===== src/rtl/fetch_ctrl.sv =====
// fetch_ctrl: instruction fetch sequencer.
//  Owns the PC and drives instr_mem (1-cycle synchronous read). Tracks the one
//  request in flight and presents fe_instr/fe_pc/fe_valid to the fetch/decode
//  register. Handles stall (hold output), redirect (flush + new PC) and
//  halt/resume.
// Ports:
//  clk, reset          clock; synchronous active-high reset
//  pc_init             PC loaded while reset is high
//  stall               decode cannot accept; freeze the presented output
//  redirect_valid/_pc  flush and restart fetch at redirect_pc (word aligned)
//  halt_req, resume    stop issuing fetches / leave HALT
//  imem_rdata          read data for the address issued on the previous cycle
//  imem_addr, imem_en  instr_mem address (= pc) and read enable
//  fe_instr/pc/valid   instruction presented to decode
//  halted              HALT with nothing left to deliver
//  misalign_err        1-cycle pulse after a redirect with redirect_pc[1:0]!=0
module fetch_ctrl #(
  parameter int XLEN    = 32,
  parameter int PC_STEP = 4
) (
  input  logic            clk,
  input  logic            reset,
  input  logic [XLEN-1:0] pc_init,
  input  logic            stall,
  input  logic            redirect_valid,
  input  logic [XLEN-1:0] redirect_pc,
  input  logic            halt_req,
  input  logic            resume,
  input  logic [XLEN-1:0] imem_rdata,
  output logic [XLEN-1:0] imem_addr,
  output logic            imem_en,
  output logic [XLEN-1:0] fe_instr,
  output logic [XLEN-1:0] fe_pc,
  output logic            fe_valid,
  output logic            halted,
  output logic            misalign_err
);

  typedef enum logic [1:0] {S_RUN, S_STALL, S_HALT} state_t;

  state_t          state_q, state_d;
  logic [XLEN-1:0] pc_q, pc_d;
  logic            req_valid_q, req_valid_d;
  logic [XLEN-1:0] req_pc_q, req_pc_d;
  logic            use_hold_q, use_hold_d;
  logic [XLEN-1:0] hold_q, hold_d;
  logic            misalign_q, misalign_d;
  logic            issue;

  // State register
  always_ff @(posedge clk) begin
    if (reset) state_q <= S_RUN;
    else       state_q <= state_d;
  end

  // Next state: redirect leaves HALT alone but always clears STALL.
  always_comb begin
    state_d = state_q;
    if (redirect_valid) begin
      state_d = (state_q == S_HALT) ? S_HALT : S_RUN;
    end else begin
      case (state_q)
        S_RUN, S_STALL: begin
          if (halt_req)   state_d = S_HALT;
          else if (stall) state_d = S_STALL;
          else            state_d = S_RUN;
        end
        S_HALT: if (resume && !halt_req) state_d = S_RUN;
        default: state_d = S_RUN;
      endcase
    end
  end

  // Outputs and datapath next values.
  always_comb begin
    issue = !reset && !redirect_valid && !halt_req && !stall && (state_q != S_HALT);

    pc_d        = pc_q;
    req_valid_d = req_valid_q;
    req_pc_d    = req_pc_q;
    use_hold_d  = use_hold_q;
    hold_d      = hold_q;
    misalign_d  = 1'b0;

    if (redirect_valid) begin
      pc_d        = {redirect_pc[XLEN-1:2], 2'b00};
      req_valid_d = 1'b0;
      use_hold_d  = 1'b0;
      misalign_d  = |redirect_pc[1:0];
    end else if (issue) begin
      pc_d        = pc_q + XLEN'(PC_STEP);
      req_pc_d    = pc_q;
      req_valid_d = 1'b1;
      use_hold_d  = 1'b0;
    end else if (!stall) begin
      // Presented output consumed with nothing new issued (halting).
      req_valid_d = 1'b0;
      use_hold_d  = 1'b0;
    end else if (req_valid_q && !use_hold_q) begin
      // First stalled cycle: the RAM output will not persist, capture it.
      hold_d     = imem_rdata;
      use_hold_d = 1'b1;
    end

    imem_addr    = pc_q;
    imem_en      = issue;
    fe_pc        = req_pc_q;
    fe_instr     = use_hold_q ? hold_q : imem_rdata;
    fe_valid     = req_valid_q && !redirect_valid;
    halted       = (state_q == S_HALT) && !req_valid_q;
    misalign_err = misalign_q;
  end

  // Datapath registers
  always_ff @(posedge clk) begin
    if (reset) begin
      pc_q        <= pc_init;
      req_valid_q <= 1'b0;
      req_pc_q    <= pc_init;
      use_hold_q  <= 1'b0;
      hold_q      <= '0;
      misalign_q  <= 1'b0;
    end else begin
      pc_q        <= pc_d;
      req_valid_q <= req_valid_d;
      req_pc_q    <= req_pc_d;
      use_hold_q  <= use_hold_d;
      hold_q      <= hold_d;
      misalign_q  <= misalign_d;
    end
  end

endmodule

===== config.mk =====
export PLATFORM = sky130hd
export DESIGN_NAME = fetch_ctrl
export DESIGN_NICKNAME = d
export VERILOG_FILES = /design/src/rtl/fetch_ctrl.sv
export SDC_FILE = /design/constraint.sdc
export NUM_CORES = 1
export LEC_CHECK = 0
export ABC_CLOCK_PERIOD_IN_PS = 3050
export CAP_MARGIN = 20
export CORE_ASPECT_RATIO = 0.6
export CORE_MARGIN = 1.5
export CORE_UTILIZATION = 30
export DETAILED_ROUTE_END_ITERATION = 6
export PLACE_DENSITY = 0.67
export SLEW_MARGIN = 10
export SYNTH_ARGS = -nofsm -noshare
export SYNTH_HDL_FRONTEND = slang
export SYNTH_SLANG_ARGS = --single-unit

===== constraint.sdc =====
create_clock -name clk -period 3.05 [get_ports clk]
set_input_delay 0.61 -clock clk [delete_from_list [all_inputs] [get_ports clk]]
set_output_delay 0.61 -clock clk [all_outputs]
set_load 0.05 [all_outputs]

* Word level (Yosys, flattened, before mapping)
Cells that the tools add are included.
** Word-level totals
- Latch bits :: 0
- Word-level logic and storage cells :: 56
- Memory bits (read-only) :: 0
- Memories kept :: 0
- Input bits :: 102
- RAM bits :: 0
- Output and inout port bits :: 100
- Bits in registers :: 101
** Operators by class
- Add/sub/neg operators :: 1
- $mul :: 0
- Div/mod/pow operators :: 0
- Bitwise gates (word level) :: 3
- Eq/ne operators :: 6
- $lt $le $gt $ge :: 0
- Mux-type cells :: 15
- Reduce and logical (&&, ||, !) cells :: 24
- Shifts and indexed selects :: 0
** Operator list (number)
- $mux W32 :: 7
- $add A32 B3 Y32 const B :: 1
- $logic_and A1 B1 Y1 :: 8
- $mux W2 :: 4
- $reduce_or A2 Y1 :: 4
- $logic_not A1 Y1 :: 6
- $ne A2 B2 Y1 const B :: 2
- $pmux W2 S2 :: 1
- $reduce_and A4 Y1 :: 1
- $reduce_or A4 Y1 :: 1
- $mux W1 :: 3
- $ne A3 B2 Y1 const B :: 1
- $not A1 Y1 :: 3
- $reduce_bool A3 Y1 :: 1
- $eq A2 B1 Y1 const B :: 1
- $eq A2 B2 Y1 const B :: 1
- $logic_not A2 Y1 :: 1
- $ne A2 B1 Y1 const B :: 1
- $reduce_and A2 Y1 :: 1
- $reduce_bool A2 Y1 :: 1

* Depth between registers and ports, before layout
Gate-level depths: netlist (run 1).
- Depth in word-level cells :: 8
- Gate-level depth with buffers :: 6
- Gate-level depth less buffers :: 6

* Worst setup path after synthesis (run 1)
No wires, ideal clock.
- Path type :: input to register
- From :: in redirect_valid
- To :: reg pc_q[10] (netlist: imem_addr[10]) (enable)
- Arrival :: 3.866 ns
- Setup slack :: -1.207 ns
- Cell stages on the path :: 5
- Data required time :: 2.659 ns
- Path through :: buf_2 > nor2_1 > clkinv_1 > nor4_1 > nand2b_1
** On the way
- Word-level cells in the longest chain between the ends :: 6
** Ends and longest elaborated chain
- start: declaration :: line 25 : input logic redirect_valid,
- $logic_not A1 Y1 :: line 76 : issue = !reset && !redirect_valid && !halt_req && !stall && (state_q != S_HALT);
- $logic_and A1 B1 Y1 (4 in a row) :: line 76
- via imem_en :: line 31 : output logic imem_en,
- $reduce_bool A3 Y1 (no source line)
- end signal: assignment :: line 117 : pc_q <= pc_init;
- end signal: assignment :: line 124 : pc_q <= pc_d;
- end: declaration :: line 42 : logic [XLEN-1:0] pc_q, pc_d;
The timed path passes the listed nets, and every way through them passes these cells.
A chain may end at the register's enable or synchronous reset.

* Final worst setup path (run 1)
- From :: reg state_q[1]
- To :: out halted
** On the way
- Word-level cells in the longest chain between the ends :: 2
** Ends and longest elaborated chain
- start: declaration :: line 41 : state_t state_q, state_d;
- start signal: assignment :: line 53 : else state_q <= state_d;
- $eq A2 B2 Y1 :: line 110 : halted = (state_q == S_HALT) && !req_valid_q;
- $logic_and A1 B1 Y1 :: line 110
- end: declaration :: line 35 : output logic halted,
Every way passes these cells.

==> metrics.txt, run 1 <==
# TYPE chip_impl_metric gauge
chip_impl_info{name="worst_path_cell_chain",value="nor2b_1 > nor2b_1 > clkdlybuf4s50_1"} 1
chip_impl_info{name="hold_start",value="hold_q[15]$_SDFFE_PP0P_"} 1
chip_impl_metric{name="critPathArrivalTime",unit="ns"} 1.96
chip_impl_metric{name="max_freq",unit="GHz"} 0.389
chip_impl_metric{name="routed_wire_length_per_instance",unit="um"} 17.0
chip_impl_metric{name="synth-async-reset-ratio",unit=""} 0
chip_impl_metric{name="iter_0_drt_violations",unit=""} 383
chip_impl_metric{name="period_share",unit=""} 0.844
chip_impl_metric{name="finalNetCount",unit=""} 796
chip_impl_metric{name="yosys_warnings",unit=""} 0
chip_impl_metric{name="synth_cell_type_count",unit=""} 45
chip_impl_metric{name="cp_num_cells",unit=""} 3
chip_impl_metric{name="viasPerCell",unit=""} 4.91
chip_impl_metric{name="postLayoutCellArea",unit="mm2"} 0.00808
chip_impl_metric{name="route.antenna.remaining_nets",unit=""} 0
chip_impl_metric{name="slew_viol_final",unit=""} 0
chip_impl_metric{name="drive_above_1_share",unit=""} 0.185
chip_impl_info{name="hold_path_class",value="flip-flop to flip-flop"} 1
chip_impl_metric{name="ios",unit=""} 202
chip_impl_metric{name="clock_tree.buffer_depth",unit=""} 2
chip_impl_metric{name="dpl_cell_area",unit="mm2"} 0.00774
chip_impl_metric{name="setup_tns",unit="ns"} 0
chip_impl_metric{name="die_y_extent",unit="um"} 104
chip_impl_info{name="synthFlopType",value="edfxtp_1"} 1
chip_impl_metric{name="ys_ff_latch",unit=""} 101
chip_impl_metric{name="clkTransAtPathRegs",unit="ns"} 0.07
chip_impl_info{name="crit_path_capture_type",value="output port"} 1
chip_impl_metric{name="synthesis.area_per_instance",unit="um2"} 10.2
chip_impl_metric{name="grt_pass1_vias",unit=""} 4559
chip_impl_metric{name="diodes",unit=""} 0
chip_impl_metric{name="synthesis.nets",unit=""} 598
chip_impl_metric{name="grt_start_max_net_pins",unit=""} 62
chip_impl_metric{name="port-buffer-count",unit=""} 201
chip_impl_info{name="synthTopCellsByArea",value="edfxtp_1 (38%), dfxtp_1 (15%), mux2_2 (12%)"} 1
chip_impl_metric{name="final_setup_violating_endpoints",unit=""} 0
chip_impl_metric{name="synth-edff-count",unit=""} 64
chip_impl_metric{name="mapped_cells",unit=""} 495
chip_impl_metric{name="reg2reg_depth",unit=""} 6
chip_impl_metric{name="synth_top_area_share",unit=""} 0.380
chip_impl_metric{name="antenna_violations_before_repair",unit=""} 0
chip_impl_metric{name="post-route-min-period",unit="ns"} 2.57
chip_impl_metric{name="ys_seq_area_frac",unit=""} 0.526
chip_impl_metric{name="synthesized_area",unit="mm2"} 0.00506
chip_impl_info{name="cts_tree",value="built"} 1
chip_impl_metric{name="worst-slew-pin-transition",unit="ns"} 0.886
chip_impl_info{name="critical-path-top-cell-by-count",value="nor2b_1"} 1
chip_impl_metric{name="cts.htree.levels",unit=""} 3
chip_impl_metric{name="fin_worst_skew",unit="ns"} 0.00610
chip_impl_metric{name="hold_viol_final",unit=""} 0
chip_impl_metric{name="starting_density",unit=""} 0.309
chip_impl_info{name="crit-reg2reg-capture",value="imem_addr[30]$_DFFE_PP_"} 1
chip_impl_metric{name="cts-hold-fix-buffers",unit=""} 0
chip_impl_info{name="result_of_the_run",value="finished, final reports clean"} 1
chip_impl_info{name="cp-start-kind",value="flip-flop"} 1
chip_impl_info{name="cp_top_family",value="buffers and inverters"} 1
chip_impl_metric{name="drtPass1Iterations",unit=""} 5
chip_impl_info{name="timing.critical_path.to",value="halted"} 1
chip_impl_metric{name="dp_hpwl",unit="um"} 11800
chip_impl_metric{name="cts-buffers-inserted",unit=""} 9
chip_impl_metric{name="maxCapViolCount",unit=""} 0
chip_impl_metric{name="gp_congestion",unit=""} 0.859
chip_impl_metric{name="cts.sink_count",unit=""} 101
chip_impl_metric{name="rows",unit=""} 36
chip_impl_info{name="setup.worst_path.class",value="flip-flop to output port"} 1
chip_impl_metric{name="design_power_total",unit="uW"} 4010
chip_impl_info{name="post-synth-top-area-cell",value="edfxtp_1"} 1
chip_impl_metric{name="power-per-cell-area",unit="mW/mm2"} 497
chip_impl_info{name="cts_root_buf",value="clkbuf_16"} 1
chip_impl_metric{name="post-cts-setup-buffers",unit=""} 0
chip_impl_metric{name="dpl.cell_count",unit=""} 910
chip_impl_metric{name="postCtsResizedCells",unit=""} 0
chip_impl_metric{name="leakage",unit="uW"} 0.00289
chip_impl_metric{name="routed-via-count",unit=""} 4550
chip_impl_metric{name="final_std_cells_w_o_fill",unit=""} 926
chip_impl_metric{name="routed_wl",unit="um"} 15700
chip_impl_metric{name="fp.coreArea",unit="mm2"} 0.0164
chip_impl_metric{name="globalRouteTotalUtil",unit=""} 0.182
chip_impl_info{name="synth_most_common_cell",value="nand2_1"} 1
chip_impl_metric{name="worst-endpoint-required",unit="ns"} 2.44
chip_impl_info{name="rsz0062_at_grt",value="no"} 1
chip_impl_metric{name="die_area",unit="mm2"} 0.0177
chip_impl_info{name="slowest_stage",value="clkdlybuf4s50_1"} 1
chip_impl_metric{name="worst_hold_slack_after_final_layout",unit="ns"} 0.454
chip_impl_metric{name="floorplan.die.width",unit="um"} 171
chip_impl_metric{name="worst_slew_margin_rel",unit=""} 0.404
chip_impl_metric{name="setup.reg_to_reg.worst_slack",unit="ns"} 0.62
chip_impl_metric{name="ir_worst_vdd",unit="uV"} 247
chip_impl_metric{name="critical-path-max-stage-delay",unit="ns"} 0.82
chip_impl_metric{name="worstSkewPairLatency",unit="ns"} 0.34
chip_impl_metric{name="cp.buffers_inverters",unit=""} 1
chip_impl_info{name="startpoint",value="state_q[1]$_SDFFE_PP0P_"} 1
chip_impl_metric{name="grt_overflow_total",unit=""} 0
chip_impl_metric{name="critical_path.max_fanout",unit=""} 4
chip_impl_info{name="rr_startpoint",value="imem_addr[2]$_DFFE_PP_"} 1
chip_impl_metric{name="grt_pass1_wl",unit="um"} 25100
chip_impl_metric{name="drc",unit=""} 0
chip_impl_info{name="yosys-top-cells-count",value="nand2_1 (87), edfxtp_1 (64), mux2_2 (53)"} 1
chip_impl_metric{name="synthToLayoutAreaGrowth",unit="%"} 59.7
[metrics by stage]
stage	util	setup WS, ns
floorplan	-	0.0691
global placement	0.473	0.513
detailed placement	0.473	0.436
CTS	0.494	0.448
global route	0.494	0.338
finish	0.494	0.476
[cells in the final DEF (no fill, tap or decap), types with 2 or more instances in the layout]
master             n
a21oi_1           36
a22oi_1           17
a31o_2             2
a31oi_1            2
and2_1             3
and3_1             8
buf_12            36
buf_4             14
clkbuf_16         11
clkdlybuf4s50_1  166
clkinv_1           2
clkinv_4           2
dfxtp_1           37
edfxtp_1          64
inv_1             15
mux2_2            53
mux2i_1            3
nand2_1           87
nand3_1           20
nand4_1            8
nor2_1            13
nor2b_1            3
nor3_1            11
nor4_4             2
o21ai_0           34
o21ai_1            3
o31ai_1            3
or3_1              2
xnor2_1           13
xor2_1             8
[cell type report]
cell class / count / area, um2
fillers: 1458 / 8270
flip-flops and latches: 101 / 2660
repair buffers: 216 / 2490
multi-input cells: 349 / 2240
clock buffers: 12 / 289
well taps: 228 / 285
inverters: 16 / 60.1
clock inverters: 4 / 51.3
[how the worst min path moves through the flow]
| stage | end | slack [ns] | depth (start not counted) |
|---|---|---|---|
| finish | hold_q[15]$_SDFFE_PP0P_ | 0.45 | 2 |
| global route | state_q[0]$_SDFFE_PP0P_ | 0.48 | 1 |
| CTS | hold_q[24]$_SDFFE_PP0P_ | 0.46 | 2 |
| detailed placement | hold_q[24]$_SDFFE_PP0P_ | 0.45 | 2 |
| global placement | state_q[1]$_SDFFE_PP0P_ | 0.44 | 1 |
| floorplan | state_q[0]$_SDFFE_PP0P_ | 0.43 | 1 |
[state kept, by name (all words and copies together) (netlist names)]
signal and flops:
fe_pc 32, hold_q 32, imem_addr 32, state_q 2
misalign_err 1, req_valid_q 1, use_hold_q 1
[cell families after synthesis]
group / share of synthesized area
fa+ha+maj: 0.00247
simple gates: 0.162
mux: 0.124
flops: 0.526
buf+inv: 0.0341
xor+xnor: 0.0364
compound gates: 0.114
[power by group]
group | internal [uW] | switching, uW
Sequential | 1570 | 87.9
Clock | 759 | 502
Combinational | 462 | 636
Total | 2790 | 1230
[metal layers]
layer,share of wire,routed length [um],track usage,vias to the layer above
li1,-,-,-,2178
met1,0.46,7230,0.257,2181
met2,0.45,7050,0.276,178
met3,0.083,1310,0.0527,13
met4,0.0078,123,0.0354,0
met5,0,0,0,-
[worst reg2reg max path, stage by stage, from the launching register on]
cell	delay (ns)
edfxtp_1	0.45
ha_1	0.25
nand3_1	0.25
nor4_4	0.66
nand3_2	0.17
or4_1	0.42
nand3_1	0.10
Note: power is estimated with default switching activity, not from simulation.
==> inputs of run 2 (changes only) <==
ABC_CLOCK_PERIOD_IN_PS = 2250   (was 3050)
PLACE_DENSITY = 0.69   (was 0.67)
clock period = 2.25 ns   (was 3.05 ns; I/O delays follow)
==> metrics.txt, run 2 (synthesis gave the netlist of run 1 again) <==
# TYPE chip_impl_metric gauge
chip_impl_info{name="result_of_the_run",value="finished, final reports clean"} 1
chip_impl_metric{name="starting_density",unit=""} 0.309
chip_impl_info{name="rr_startpoint",value="imem_addr[2]$_DFFE_PP_"} 1
chip_impl_metric{name="critPathArrivalTime",unit="ns"} 1.72
chip_impl_metric{name="critical-path-max-stage-delay",unit="ns"} 0.89
chip_impl_metric{name="routed-via-count",unit=""} 4631
chip_impl_metric{name="worstSkewPairLatency",unit="ns"} 0.34
chip_impl_metric{name="worst-endpoint-required",unit="ns"} 1.80
chip_impl_info{name="most_common_library_cell_in_the_layout_ignoring_fill_and_taps",value="clkdlybuf4s50_1"} 1
chip_impl_metric{name="reg2reg_depth",unit=""} 7
chip_impl_metric{name="fillCellCount",unit=""} 1464
chip_impl_metric{name="slew_viol_final",unit=""} 0
chip_impl_metric{name="grt_overflow_total",unit=""} 0
chip_impl_metric{name="grt_pass1_wl",unit="um"} 25400
chip_impl_info{name="crit-reg2reg-capture",value="imem_addr[30]$_DFFE_PP_"} 1
chip_impl_metric{name="final_setup_violating_endpoints",unit=""} 0
chip_impl_metric{name="viasPerCell",unit=""} 4.93
chip_impl_metric{name="floorplan.die.width",unit="um"} 171
chip_impl_metric{name="fp.coreArea",unit="mm2"} 0.0164
chip_impl_info{name="hold_start",value="hold_q[23]$_SDFFE_PP0P_"} 1
chip_impl_metric{name="grt.met3_usage",unit=""} 0.0585
chip_impl_info{name="gr-max-usage-layer",value="met2"} 1
chip_impl_metric{name="leakage",unit="uW"} 0.00298
chip_impl_metric{name="cp_num_cells",unit=""} 1
chip_impl_metric{name="max_freq",unit="GHz"} 0.461
chip_impl_metric{name="post-route-min-period",unit="ns"} 2.17
chip_impl_metric{name="worst-slew-pin-transition",unit="ns"} 0.571
chip_impl_metric{name="antenna_violations_before_repair",unit=""} 0
chip_impl_info{name="slowest_stage",value="clkdlybuf4s50_1"} 1
chip_impl_metric{name="finish.utilization",unit=""} 0.506
chip_impl_metric{name="cts.htree.levels",unit=""} 3
chip_impl_metric{name="hold_viol_final",unit=""} 0
chip_impl_metric{name="clkTransAtPathRegs",unit="ns"} 0.07
chip_impl_metric{name="finalNetCount",unit=""} 810
chip_impl_info{name="crit_path_capture_type",value="output port"} 1
chip_impl_metric{name="postLayoutCellArea",unit="mm2"} 0.00827
chip_impl_metric{name="drc",unit=""} 0
chip_impl_metric{name="drive_above_1_share",unit=""} 0.208
chip_impl_metric{name="globalRouteTotalUtil",unit=""} 0.184
chip_impl_metric{name="routed_wl",unit="um"} 16300
chip_impl_metric{name="setup_tns",unit="ns"} 0
chip_impl_metric{name="rows",unit=""} 36
chip_impl_info{name="rsz0062_at_grt",value="no"} 1
chip_impl_metric{name="grt_start_max_net_pins",unit=""} 63
chip_impl_info{name="setup.worst_path.class",value="flip-flop to output port"} 1
chip_impl_metric{name="ios",unit=""} 202
chip_impl_metric{name="die_y_extent",unit="um"} 104
chip_impl_metric{name="ir_worst_vdd",unit="uV"} 393
chip_impl_metric{name="gp_congestion",unit=""} 0.853
chip_impl_metric{name="port-buffer-count",unit=""} 201
chip_impl_info{name="hold-path-endpoint",value="hold_q[23]$_SDFFE_PP0P_"} 1
chip_impl_metric{name="dp_hpwl",unit="um"} 12400
chip_impl_metric{name="fin_ws",unit="ns"} 0.0791
chip_impl_info{name="cp_top_family",value="buffers and inverters"} 1
chip_impl_metric{name="cts.sink_count",unit=""} 101
chip_impl_info{name="layout.cells.most_common_list",value="clkdlybuf4s50_1 (164), nand2_1 (87), edfxtp_1 (64), mux2_2 (53), buf_12 (43)"} 1
chip_impl_metric{name="diodes",unit=""} 0
chip_impl_metric{name="setup.reg_to_reg.worst_slack",unit="ns"} 0.12
chip_impl_metric{name="drtPass1Iterations",unit=""} 5
chip_impl_metric{name="cts-buffers-inserted",unit=""} 9
chip_impl_metric{name="cp.buffers_inverters",unit=""} 1
chip_impl_metric{name="worst_slew_margin_rel",unit=""} 0.618
chip_impl_metric{name="pre_cts_ws",unit="ns"} 0.0519
chip_impl_info{name="worst_path_cell_chain",value="clkdlybuf4s50_1"} 1
chip_impl_metric{name="grt_pass1_vias",unit=""} 4632
chip_impl_metric{name="met2_usage",unit=""} 0.278
chip_impl_metric{name="critical_path.max_fanout",unit=""} 5
chip_impl_metric{name="routed_wire_length_per_instance",unit="um"} 17.4
chip_impl_metric{name="maxCapViolCount",unit=""} 0
chip_impl_metric{name="route.antenna.remaining_nets",unit=""} 0
chip_impl_metric{name="period_share",unit=""} 0.965
chip_impl_metric{name="iter_0_drt_violations",unit=""} 401
chip_impl_metric{name="fin_worst_skew",unit="ns"} 0.0121
chip_impl_metric{name="min_path_cells",unit=""} 2
chip_impl_metric{name="clock_tree.buffer_depth",unit=""} 2
chip_impl_metric{name="synthToLayoutAreaGrowth",unit="%"} 63.5
chip_impl_metric{name="groute.layer.met1.usage",unit=""} 0.258
chip_impl_metric{name="cts-hold-fix-buffers",unit=""} 0
chip_impl_metric{name="power-per-cell-area",unit="mW/mm2"} 659
chip_impl_metric{name="dpl_cell_area",unit="mm2"} 0.00795
chip_impl_info{name="cp-start-kind",value="flip-flop"} 1
chip_impl_info{name="cts_root_buf",value="clkbuf_16"} 1
chip_impl_metric{name="die_area",unit="mm2"} 0.0177
chip_impl_info{name="cts_tree",value="built"} 1
chip_impl_info{name="hold_path_class",value="flip-flop to flip-flop"} 1
run 2: cell count changes in the layout (fill, tap and decap cells not counted), sizes merged:
cell / change
clkdlybuf4s50: -2
clkbuf: -3
clkinv: +3
bufinv: +1
inv: -1
buf: +16
run 2: per-stage QoR:
stage | hold WS (ns) | power [uW] | std cells
after floorplan | 0.428 | 3080 | 495
after global placement | 0.439 | 3800 | 923
after detailed placement | 0.447 | 3820 | 923
after CTS | 0.457 | 5510 | 939
after global routing | 0.480 | 5660 | 940
final | 0.453 | 5450 | 940
run 2: layout make-up:
class,count,area [um2],share of cell area
Multi-Input combinational cell,349,2260,0.274
Timing Repair Buffer,230,2680,0.324
Tap cell,228,285,0.0345
Sequential cell,101,2660,0.322
Clock buffer,9,225,0.0272
Inverter,16,65.1,0.00787
Clock inverter,7,90.1,0.0109
run 2: worst max path at each step:
| stage | from | slack, ns | to |
|---|---|---|---|
| 5_1_grt | imem_addr[2]$_DFFE_PP_ | 0.006 | imem_addr[30]$_DFFE_PP_ |
| 3_5_place_dp | redirect_valid | 0.05 | imem_en |
| 6_report | imem_addr[6]$_DFFE_PP_ | 0.08 | imem_addr[6] |
| 2_1_floorplan | redirect_valid | -0.17 | imem_addr[10]$_DFFE_PP_ |
| 3_3_place_gp | redirect_valid | 0.04 | imem_en |
| 4_1_cts | redirect_valid | 0.04 | imem_en |
run 2: layer usage:
metal	wire length [um]	up-vias
li1	-	2216
met1	7750	2222
met2	7050	180
met3	1390	13
met4	164	0
met5	0	-
run 2: where the power goes:
part           switching [uW]  leakage, uW  internal, uW
Combinational             885      0.00187           662
Sequential                109     0.000952          2120
Clock                     697     0.000154           970
run 2: timing repair:
item | 4_1_cts | 5_1_grt
buffers inserted | 0 | 1
setup endpoints to repair | 0 | 1
resized for setup | 0 | 0
==> inputs of run 3 (changes only) <==
CORE_UTILIZATION = 40   (was 30)
PLACE_DENSITY = 0.86   (was 0.69)
==> metrics.txt, run 3 (synthesis gave the netlist of run 1 again) <==
# TYPE chip_impl_metric gauge
chip_impl_metric{name="floorplan.die.width",unit="um"} 148
chip_impl_metric{name="die_y_extent",unit="um"} 90.1
chip_impl_metric{name="min_path_cells",unit=""} 2
chip_impl_info{name="slowest_stage",value="edfxtp_1"} 1
chip_impl_metric{name="post-route-min-period",unit="ns"} 2.17
chip_impl_metric{name="period_share",unit=""} 0.964
chip_impl_metric{name="route.antenna.remaining_nets",unit=""} 0
chip_impl_metric{name="cp.buffers_inverters",unit=""} 2
chip_impl_info{name="hold_start",value="hold_q[29]$_SDFFE_PP0P_"} 1
chip_impl_metric{name="postLayoutCellArea",unit="mm2"} 0.00794
chip_impl_info{name="layout.cells.most_common_list",value="clkdlybuf4s50_1 (165), nand2_1 (87), edfxtp_1 (64), mux2_2 (53), buf_4 (43)"} 1
chip_impl_metric{name="fin_worst_skew",unit="ns"} 0.00722
chip_impl_metric{name="starting_density",unit=""} 0.415
chip_impl_metric{name="grt_start_max_net_pins",unit=""} 113
chip_impl_metric{name="max_freq",unit="GHz"} 0.461
chip_impl_metric{name="drtPass1Iterations",unit=""} 7
chip_impl_metric{name="clock_tree.buffer_depth",unit=""} 2
chip_impl_metric{name="diodes",unit=""} 0
chip_impl_metric{name="setup.reg_to_reg.worst_slack",unit="ns"} 0.08
chip_impl_info{name="rr_startpoint",value="imem_addr[5]$_DFFE_PP_"} 1
chip_impl_metric{name="antenna_violations_before_repair",unit=""} 0
chip_impl_metric{name="dpl_cell_area",unit="mm2"} 0.00758
chip_impl_info{name="most_common_library_cell_in_the_layout_ignoring_fill_and_taps",value="clkdlybuf4s50_1"} 1
chip_impl_metric{name="grt_pass1_vias",unit=""} 4813
chip_impl_metric{name="drive_above_1_share",unit=""} 0.208
chip_impl_metric{name="grt_pass1_wl",unit="um"} 24900
chip_impl_info{name="hold_path_class",value="flip-flop to flip-flop"} 1
chip_impl_metric{name="design_power_total",unit="uW"} 5380
chip_impl_metric{name="leakage",unit="uW"} 0.00289
chip_impl_metric{name="ios",unit=""} 202
chip_impl_metric{name="worstSkewPairLatency",unit="ns"} 0.34
chip_impl_metric{name="globalRouteTotalUtil",unit=""} 0.234
chip_impl_info{name="result_of_the_run",value="finished with violations"} 1
chip_impl_metric{name="gp_congestion",unit=""} 0.881
chip_impl_metric{name="die_area",unit="mm2"} 0.0133
chip_impl_metric{name="reg2reg_depth",unit=""} 7
chip_impl_info{name="violations",value="DRC"} 1
chip_impl_info{name="worst_path_cell_chain",value="nand4_1 > buf_4 > nor4_2 > buf_4 > nand4_1 > a21oi_1 > o31ai_1"} 1
chip_impl_info{name="hold-path-endpoint",value="hold_q[29]$_SDFFE_PP0P_"} 1
chip_impl_metric{name="power-per-cell-area",unit="mW/mm2"} 678
chip_impl_info{name="cts_tree",value="built"} 1
chip_impl_info{name="crit-reg2reg-capture",value="imem_addr[27]$_DFFE_PP_"} 1
chip_impl_metric{name="fp.coreArea",unit="mm2"} 0.0122
chip_impl_info{name="setup.worst_path.class",value="flip-flop to flip-flop"} 1
chip_impl_metric{name="slew_viol_final",unit=""} 0
chip_impl_metric{name="iter_0_drt_violations",unit=""} 279
chip_impl_metric{name="fillCellCount",unit=""} 936
chip_impl_metric{name="critical-path-max-stage-delay",unit="ns"} 0.46
chip_impl_metric{name="rows",unit=""} 31
chip_impl_metric{name="clkTransAtPathRegs",unit="ns"} 0.07
chip_impl_metric{name="ir_worst_vdd",unit="uV"} 444
chip_impl_metric{name="dp_hpwl",unit="um"} 11500
chip_impl_metric{name="cts.sink_count",unit=""} 101
chip_impl_metric{name="dpl.cell_count",unit=""} 858
chip_impl_metric{name="synthToLayoutAreaGrowth",unit="%"} 57.1
chip_impl_metric{name="routed-via-count",unit=""} 4686
chip_impl_metric{name="worst_slew_margin_rel",unit=""} 0.598
chip_impl_metric{name="final_setup_violating_endpoints",unit=""} 0
chip_impl_metric{name="routed_wire_length_per_instance",unit="um"} 17.7
chip_impl_info{name="cp-start-kind",value="flip-flop"} 1
chip_impl_metric{name="critPathArrivalTime",unit="ns"} 2.24
chip_impl_metric{name="cts.htree.levels",unit=""} 3
chip_impl_metric{name="viasPerCell",unit=""} 5.34
chip_impl_metric{name="cts-buffers-inserted",unit=""} 9
chip_impl_metric{name="drc",unit=""} 1
chip_impl_metric{name="hold_viol_final",unit=""} 0
chip_impl_metric{name="critical_path.max_fanout",unit=""} 5
chip_impl_metric{name="routed_wl",unit="um"} 15500
chip_impl_metric{name="final_std_cells_w_o_fill",unit=""} 877
chip_impl_metric{name="finalNetCount",unit=""} 810
chip_impl_metric{name="worst-endpoint-required",unit="ns"} 2.32
chip_impl_info{name="crit_path_capture_type",value="flip-flop"} 1
chip_impl_metric{name="worst-slew-pin-transition",unit="ns"} 0.601
chip_impl_metric{name="maxCapViolCount",unit=""} 0
chip_impl_info{name="cp_top_family",value="simple AND/OR/NAND/NOR gates"} 1
chip_impl_info{name="cts_root_buf",value="clkbuf_16"} 1
chip_impl_metric{name="port-buffer-count",unit=""} 201
chip_impl_metric{name="grt_overflow_total",unit=""} 0
[run 3: changes by cell type in the layout (fill, tap and decap cells not counted), sizes merged]
cell	before	now
clkdlybuf4s50	164	165
clkbuf	9	14
inv	14	15
buf	66	65
bufinv	2	0
clkinv	7	3
[run 3: worst max path at each step]
stage,from,slack (ns),to,cells after the start
6_report,imem_addr[5]$_DFFE_PP_,0.08,imem_addr[27]$_DFFE_PP_,7
3_3_place_gp,redirect_valid,0.06,imem_en,6
2_1_floorplan,redirect_valid,-0.17,imem_addr[10]$_DFFE_PP_,5
4_1_cts,redirect_valid,0.006,imem_en,6
3_5_place_dp,redirect_valid,-0.03,hold_q[16]$_SDFFE_PP0P_,8
5_1_grt,imem_addr[2]$_DFFE_PP_,-0.02,imem_addr[27]$_DFFE_PP_,7
[run 3: cell type report]
cell class              instances  area (um2)  area share
flip-flops and latches        101        2660       0.335
repair buffers                230        2410       0.303
multi-input cells             349        2270       0.286
clock buffers                  14         318      0.0400
well taps                     165         206      0.0260
inverters                      16        65.1     0.00819
clock inverters                 2        17.5     0.00221
[run 3: what timing repair did]
action                                  in CTS  in global routing
endpoints found under the setup margin       1                  4
buffers inserted                             0                  3
pin swaps                                    0                  2
resized for setup                            1                  1
hold endpoints to repair                     0                  0
hold buffers                                 0                  0
[run 3: power by group]
part / leakage (uW) / internal, uW / switching, uW / total, uW
clock: 0.000165 / 991 / 682 / 1670
sequential: 0.000952 / 2120 / 112 / 2240
combinational: 0.00177 / 608 / 868 / 1480
total: 0.00289 / 3720 / 1660 / 5380
[run 3: per-stage QoR]
stage	worst slack, ns	utilization	setup TNS, ns	hold WS (ns)
CTS	0.00631	0.650	0	0.456
global placement	0.0580	0.622	0	0.438
global route	-0.0238	0.652	-0.0238	0.472
floorplan	-0.172	-	-10.64	0.428
detailed placement	-0.0345	0.622	-0.0401	0.447
finish	0.0803	0.652	0	0.456
[run 3: worst register-to-register path, delay by kind of cell (launching register included)]
family                 cells  cell delay [ns]
AOI/OAI and AO/OA          2             0.36
buffers and inverters      2             0.44
DFF                        1             0.46
and+or+nand+nor            3             0.66
[run 3: routing by layer]
metal	share of wire	track usage	routed length (um)
met1	0.43	0.305	6600
met2	0.48	0.390	7440
met3	0.080	0.0609	1250
met4	0.014	0.0578	218
met5	0	0	0
